==> src/rtl/fetch_unit.sv <==
// Single-outstanding instruction fetch unit between the PC register and decode.
// Optional performance counters (fetch_cnt, stall_cnt) are built when FETCH_PERF_CNT_EN is defined.
module fetch_unit #(
  parameter int unsigned ADDR_W  = 32,
  parameter int unsigned INSTR_W = 32,
  parameter int unsigned PC_STEP = 4
) (
  input  logic               clk,
  input  logic               clr,
  input  logic [ADDR_W-1:0]  pc,
  output logic               pc_load,
  output logic [ADDR_W-1:0]  pc_next,
  output logic               imem_req,
  output logic [ADDR_W-1:0]  imem_addr,
  input  logic               imem_gnt,
  input  logic               imem_rvalid,
  input  logic [INSTR_W-1:0] imem_rdata,
  input  logic               branch_taken,
  input  logic [ADDR_W-1:0]  branch_target,
  input  logic               stall,
`ifdef FETCH_PERF_CNT_EN
  output logic [31:0]        fetch_cnt,
  output logic [31:0]        stall_cnt,
`endif
  output logic               instr_valid,
  output logic [INSTR_W-1:0] instr,
  output logic [ADDR_W-1:0]  instr_pc,
  input  logic               instr_ready
);

  typedef enum logic [1:0] {
    S_IDLE = 2'd0,
    S_REQ  = 2'd1,
    S_WAIT = 2'd2
  } state_e;

  localparam logic [ADDR_W-1:0] STEP = ADDR_W'(PC_STEP);

  state_e               state_q, state_d;
  logic [ADDR_W-1:0]    addr_q, addr_d;
  logic                 drop_q, drop_d;
  logic                 instr_valid_q, instr_valid_d;
  logic [INSTR_W-1:0]   instr_q, instr_d;
  logic [ADDR_W-1:0]    instr_pc_q, instr_pc_d;

  logic                 buf_free;
  logic                 rsp_load;

  // NOTE: every always_comb output gets a default first so no path leaves it
  // unassigned; otherwise synthesis infers a latch to hold the old value.
  always_comb begin
    state_d       = state_q;
    addr_d        = addr_q;
    drop_d        = drop_q;
    instr_valid_d = instr_valid_q;
    instr_d       = instr_q;
    instr_pc_d    = instr_pc_q;

    buf_free = !instr_valid_q || instr_ready;
    // A branch wins over a response arriving in the same cycle.
    rsp_load = (state_q == S_WAIT) && imem_rvalid && !branch_taken;

    // A response owed to a killed request retires the drop flag; a stray one
    // with no flag pending (e.g. issued before reset) is simply ignored.
    if (drop_q && imem_rvalid) drop_d = 1'b0;

    unique case (state_q)
      S_IDLE: begin
        if (!stall && buf_free && !branch_taken && !drop_q) begin
          state_d = S_REQ;
          addr_d  = pc;
        end
      end
      S_REQ: begin
        if (branch_taken) begin
          state_d = S_IDLE;
          if (imem_gnt) drop_d = 1'b1;
        end else if (imem_gnt) begin
          state_d = S_WAIT;
        end
      end
      S_WAIT: begin
        if (branch_taken) begin
          state_d = S_IDLE;
          if (!imem_rvalid) drop_d = 1'b1;
        end else if (imem_rvalid) begin
          state_d = S_IDLE;
        end
      end
      default: state_d = S_IDLE;
    endcase

    if (instr_valid_q && instr_ready) instr_valid_d = 1'b0;
    if (rsp_load) begin
      instr_valid_d = 1'b1;
      instr_d       = imem_rdata;
      instr_pc_d    = addr_q;
    end
    if (branch_taken) instr_valid_d = 1'b0;
  end

  // NOTE: sequential state uses non-blocking assignments so every flop samples
  // pre-edge values regardless of statement order.
  // NOTE: the buffer data is reset too, because the outputs must read zero in reset.
  always_ff @(posedge clk or negedge clr) begin
    if (!clr) begin
      state_q       <= S_IDLE;
      addr_q        <= '0;
      drop_q        <= 1'b0;
      instr_valid_q <= 1'b0;
      instr_q       <= '0;
      instr_pc_q    <= '0;
    end else begin
      state_q       <= state_d;
      addr_q        <= addr_d;
      drop_q        <= drop_d;
      instr_valid_q <= instr_valid_d;
      instr_q       <= instr_d;
      instr_pc_q    <= instr_pc_d;
    end
  end

  // The redirect path is combinational from branch_taken, so it is gated to
  // keep the PC write strobe quiet while clr is held.
  always_comb begin
    pc_load = clr && (branch_taken || rsp_load);
    pc_next = '0;
    if (clr && branch_taken)  pc_next = branch_target;
    else if (clr && rsp_load) pc_next = addr_q + STEP;
  end

  assign imem_req    = (state_q == S_REQ);
  assign imem_addr   = addr_q;
  assign instr_valid = instr_valid_q;
  assign instr       = instr_q;
  assign instr_pc    = instr_pc_q;

`ifdef FETCH_PERF_CNT_EN
  logic [31:0] fetch_cnt_q, fetch_cnt_d;
  logic [31:0] stall_cnt_q, stall_cnt_d;

  always_comb begin
    fetch_cnt_d = fetch_cnt_q;
    stall_cnt_d = stall_cnt_q;
    if (rsp_load) fetch_cnt_d = fetch_cnt_q + 32'd1;
    if (((state_q == S_REQ) && !imem_gnt) || (instr_valid_q && !instr_ready))
      stall_cnt_d = stall_cnt_q + 32'd1;
  end

  always_ff @(posedge clk or negedge clr) begin
    if (!clr) begin
      fetch_cnt_q <= '0;
      stall_cnt_q <= '0;
    end else begin
      fetch_cnt_q <= fetch_cnt_d;
      stall_cnt_q <= stall_cnt_d;
    end
  end

  assign fetch_cnt = fetch_cnt_q;
  assign stall_cnt = stall_cnt_q;
`endif

endmodule

==> config.mk <==
export PLATFORM = sky130hd
export DESIGN_NAME = fetch_unit
export DESIGN_NICKNAME = d
export VERILOG_FILES = /design/src/rtl/fetch_unit.sv
export SDC_FILE = /design/constraint.sdc
export NUM_CORES = 1
export LEC_CHECK = 0
export CORE_MARGIN = 3
export CORE_UTILIZATION = 44
export DETAILED_ROUTE_END_ITERATION = 8
export PLACE_DENSITY = 0.86
export SLEW_MARGIN = 20
export SYNTH_ARGS = -nofsm -noshare
export SYNTH_HDL_FRONTEND = slang
export SYNTH_SLANG_ARGS = --single-unit
==> constraint.sdc <==
create_clock -name clk -period 4.09 [get_ports clk]
set_input_delay 0.6135 -clock clk [delete_from_list [all_inputs] [get_ports clk]]
set_output_delay 0.6135 -clock clk [all_outputs]
set_load 0.005 [all_outputs]
# Word level (Yosys, flattened, before mapping)
# Cells that the tools add are included.
op_classes:
  n_addsub: 1
  n_eq_ne: 5
  muxes: 17
  reduce_logical: 20
op_table:
  columns: ["operator", "count"]
  rows:
  - ["2-to-1 mux 32 bit", 2]
  - ["adder 32 x 3 -> 32 bit (second input constant)", 1]
  - ["logical AND 1 bit", 10]
  - ["2-to-1 mux 2 bit", 5]
  - ["2-to-1 mux 1 bit", 8]
  - ["case mux 2 bit (3 select lines)", 1]
  - ["logical NOT 1 bit", 4]
  - ["inequality test 3 x 1 -> 1 bit (second input constant)", 1]
  - ["inequality test 3 bit (second input constant)", 1]
  - ["AND reduction 3 bit", 1]
  - ["nonzero test 3 bit", 1]
  - ["== test 2 x 1 -> 1 bit (second input constant)", 1]
  - ["== test 2 bit (second input constant)", 1]
  - ["logical NOT 2 bit", 1]
  - ["logical OR 1 bit", 2]
  - ["inequality test 2 bit (second input constant)", 1]
  - ["case mux 1 bit (2 select lines)", 1]
  - ["AND reduction 2 bit", 1]
word_totals:
  register_bits: 100
  in_bits: 103
  out_inout_bits: 131
  elab_cells: 49

# Longest topological paths before layout
logic_depth:
  word_depth: 7
  mapped_depth: 7

# Least setup slack after synthesis
# Ideal clock, no wire load.
synth_timing:
  kind: "register to output"
  startpoint: "register addr_q[2] (netlist: imem_addr[2])"
  endpoint: "output pc_next[18]"
  arrival_time_ns: 2.110
  required_ns: 3.477
  path_slack_ns: 1.366
  stages_incl_launch_ff: 8
  n_path_buf: 2
  path_cell_list: "dfrtp_1 ha_1 nand3_1 or4_4 buf_6 buf_6 or4_1 nand3_1"
synth_between:
  elab_chain_len: 3
synth_rtl:
  columns: ["element", "line_no", "rtl"]
  rows:
  - ["from (decl)", "40", "logic [ADDR_W-1:0] addr_q, addr_d;"]
  - ["from (signal assigned)", "115", "addr_q <= addr_d;"]
  - ["adder 32 x 3 -> 32 bit", "129", "else if (clr && rsp_load) pc_next = addr_q + STEP;"]
  - ["2-to-1 mux 32 bit", "129", null]
  - ["2-to-1 mux 32 bit", "128", "if (clr && branch_taken) pc_next = branch_target;"]
  - ["to (decl)", "12", "output logic [ADDR_W-1:0] pc_next,"]
# No other way between the ends.

# Worst setup path after layout
layout_timing:
  startpoint: "register addr_q[2] (netlist: imem_addr[2])"
  endpoint: "output pc_next[30]"
# Same word-level chain as after synthesis.

==> results.md <==
- Status: finished clean
- Fraction of registers with async set/reset: between 90% and 100%
- RR Startpoint: state_q[0]
- Die ar.: 0.01235 mm2
- Final Cycle Share: ~94%
- Mapped Nets: ~520
- Crit path required time: around 3500 ps
- Reg2Reg Setup Slack: slightly below 2000 ps
- Vias in the first global route: around 4,400
- Design Power: 4.559 mW
- Min Hold Slack: 132.2 ps
- Worst VDD drop: 0.3799 mV
- DIE WIDTH: 111.1 um
- Worst-case reg-to-reg path depth: 4
- Routability cong.: roughly 0.81
- Area Growth Syn to Fin: 53.73%
- Final HPWL DP: 10,790 um
- Post-route core utilization: 70.82%
- Slew @ Worst Pin: 957.5 ps
- Starting Density: 46.06%
- H-tree levels: 3
- Commonest non-fill, non-tap cell in the layout: clkdlybuf4s50_1
- Slew Limit Fails: 0
- R2R Path End: imem_addr[31]
- Maxcap violations: 0
- Sequential-to-total area share from yosys stat: 51.47%
- Gate power share: between 40 and 50%
- Clk buf depth: 2
- NumNets Final: 743
- Total wire length: roughly 15,000 um
- Routed len/inst: approximately 19 um
- Sw Ratio: 33.46%
- Post-synth EDFFs: 0
- Crit path max fanout: 16
- Via count: 4,179
- Detailed Routing Iterations Pass 1: 4
- Min Tclk post-route: 3853 ps
- Num ports: between 200 and 250
- Clock tree sinks: 100
- Root Driver: clkbuf_8
- First-pass GRT wire length: roughly 23,000 um
- Pleak: ~3 nW
- Std-Cell Rows: 37
- Clock Pin Slew Worst Setup and Hold Paths: 110 ps
- Largest net degree at the start of global routing: 77
- Part of the power in registers: 42.1%
- Total track usage: 23.37%
- Post-CTS setup buffers: 0
- CP endpoint kind: primary output
- Post_cts resized: 0
- Final WS setup: 237.4 ps
- 1st-iter DRT viols: 223
- Worst setup path endpoint: pc_next[30]
- Skew-Pair Late Insertion Delay: between 300 and 400 ps
- Main flop type after synthesis: dfrtp_1
- Internal power: roughly 3 mW
- Share of cells above drive strength 1: a little under a fifth
- Crit Path Category: reg -> out
- Startpoint Class: flip-flop
- CTS Hold Bufs: 0
- HP Class: in -> async
- Pre-CTS setup slack: a little over 400 ps
- Final hold vios: 0
- Setup TNS: 0 ps
- Port Buffers: 233
- DRC errors left: 0
- Clock share of power: 13.6%
- Die Y: 111.1 um
- Initial antenna violation count: 0
- Synthesized area: slightly below 0.005 mm2
- Worst Path Arrival: 3240 ps
- Ys Warns: 0
- Slew HR: 36.17%
- Antenna cells: 0
- Syn Inst Count: just over 400
- TritonCTS Buffers: 9
- Max Fclk: 259.6 MHz
- RSZ-0062 raised after global routing: no
- Pwr Density: 609.9 mW/mm2
- Core area: 0.01056 mm2
- Clock skew: 10.38 ps
- CTS tree: built
- Commonest cells after routing, fill and taps aside: clkdlybuf4s50_1 (232), dfrtp_1 (100), mux2_2 (93)
- Yosys cell types: 39
- ANT nets after route: 0
- Synth Register Bits: 100
- Syn Area/Cell: 11.74 um2
- # setup viols final: 0
- CP Launch Point: imem_addr[2]
- Congestion Overflow GR: 0
- Vias per cell: 5.378
- Sw Pwr: 1.525 mW
==> power by group through the flow <==
stage                     clock, mW  sequential, mW  combinational [mW]
after CTS                     0.641            1.92                2.05
final                         0.621            1.92                2.02
after global placement            0            1.90                1.98
after floorplan                   0            1.83               0.786
after global routing          0.678            2.00                2.18
after detailed placement          0            1.94                2.03
==> cells by family after synthesis <==
logic type      Yosys count  share of synthesized area (%)
mux                      94                          21.74
simple gates            120                          13.02
flops                   100                          51.47
buf+inv                  34                          3.114
compound gates           50                          7.463
fa+ha+maj                 4                          1.029
xor+xnor                 12                          2.162
==> layout make-up <==
| class | instances | area (um2) |
|---|---|---|
| Fill cell | 744 | 3080 |
| Sequential cell | 100 | 2502 |
| Timing Repair Buffer | 239 | 2375 |
| Multi-Input combinational cell | 280 | 2216 |
| Tap cell | 136 | 170.2 |
| Clock buffer | 9 | 123.9 |
| Clock inverter | 7 | 65.06 |
| Inverter | 6 | 22.52 |
==> worst min path at each step <==
stage | from | to | slack, ps
detailed placement | instr_pc[15] | instr_pc[15] | 480
global placement | instr_pc[14] | instr_pc[14] | 460
finish | clr | instr[20] | 130
floorplan | clr | drop_q | 320
global route | clr | instr[20] | 140
CTS | clr | instr[20] | 120
==> metrics by stage <==
step | instances | cell area, um2
2_1_floorplan | 414 | 4862
3_3_place_gp | 761 | 7286
3_5_place_dp | 761 | 7286
4_1_cts | 777 | 7475
5_1_grt | 777 | 7475
6_report | 777 | 7475
==> critical path: stages (launching register included) <==
cell             delay (ps)
dfrtp_1                 560
ha_1                    310
nand3_1                 200
or4_4                   650
or4b_1                  540
nand3_1                  90
clkdlybuf4s50_1         500
==> state kept, by name, indices dropped and copies added (netlist names) <==
register and count:
imem_addr 32, instr_valid 1, instr_pc 32, state_q 2
drop_q 1, instr 32
==> per-layer routing <==
layer / GRT usage [%] / up-vias / part of all wire (%)
li1: - / 1947 / -
met1: 28.44 / 2000 / 38
met2: 40.25 / 205 / 51
met3: 5.786 / 27 / 8.5
met4: 8.516 / 0 / 2.4
met5: 0 / - / 0
==> cells in the mapped netlist (2+ instances only) <==
master | number | area share, %
clkbuf_1 | 19 | 1.5
xor2_1 | 7 | 1.3
nand3_1 | 21 | 2.2
inv_1 | 6 | 0.46
dfrtp_1 | 100 | 51
nand3b_1 | 2 | 0.31
or4b_1 | 3 | 0.62
o21ai_0 | 19 | 2.0
or4_1 | 7 | 1.1
and4_1 | 4 | 0.72
nor3_1 | 10 | 1.0
a21oi_1 | 3 | 0.31
and3_1 | 2 | 0.26
o311a_1 | 7 | 1.4
nand2_1 | 38 | 2.9
nand4_1 | 6 | 0.77
buf_1 | 5 | 0.39
or3_1 | 2 | 0.26
nand2b_1 | 3 | 0.39
xnor2_1 | 5 | 0.90
nor2b_1 | 3 | 0.39
ha_1 | 4 | 1.0
nor2_1 | 12 | 0.93
and2_1 | 2 | 0.26
a22o_1 | 3 | 0.54
mux2_2 | 93 | 22
a221o_1 | 7 | 1.4
buf_6 | 3 | 0.69
o211ai_1 | 8 | 1.2
Note: power is estimated with default switching activity, not from simulation.
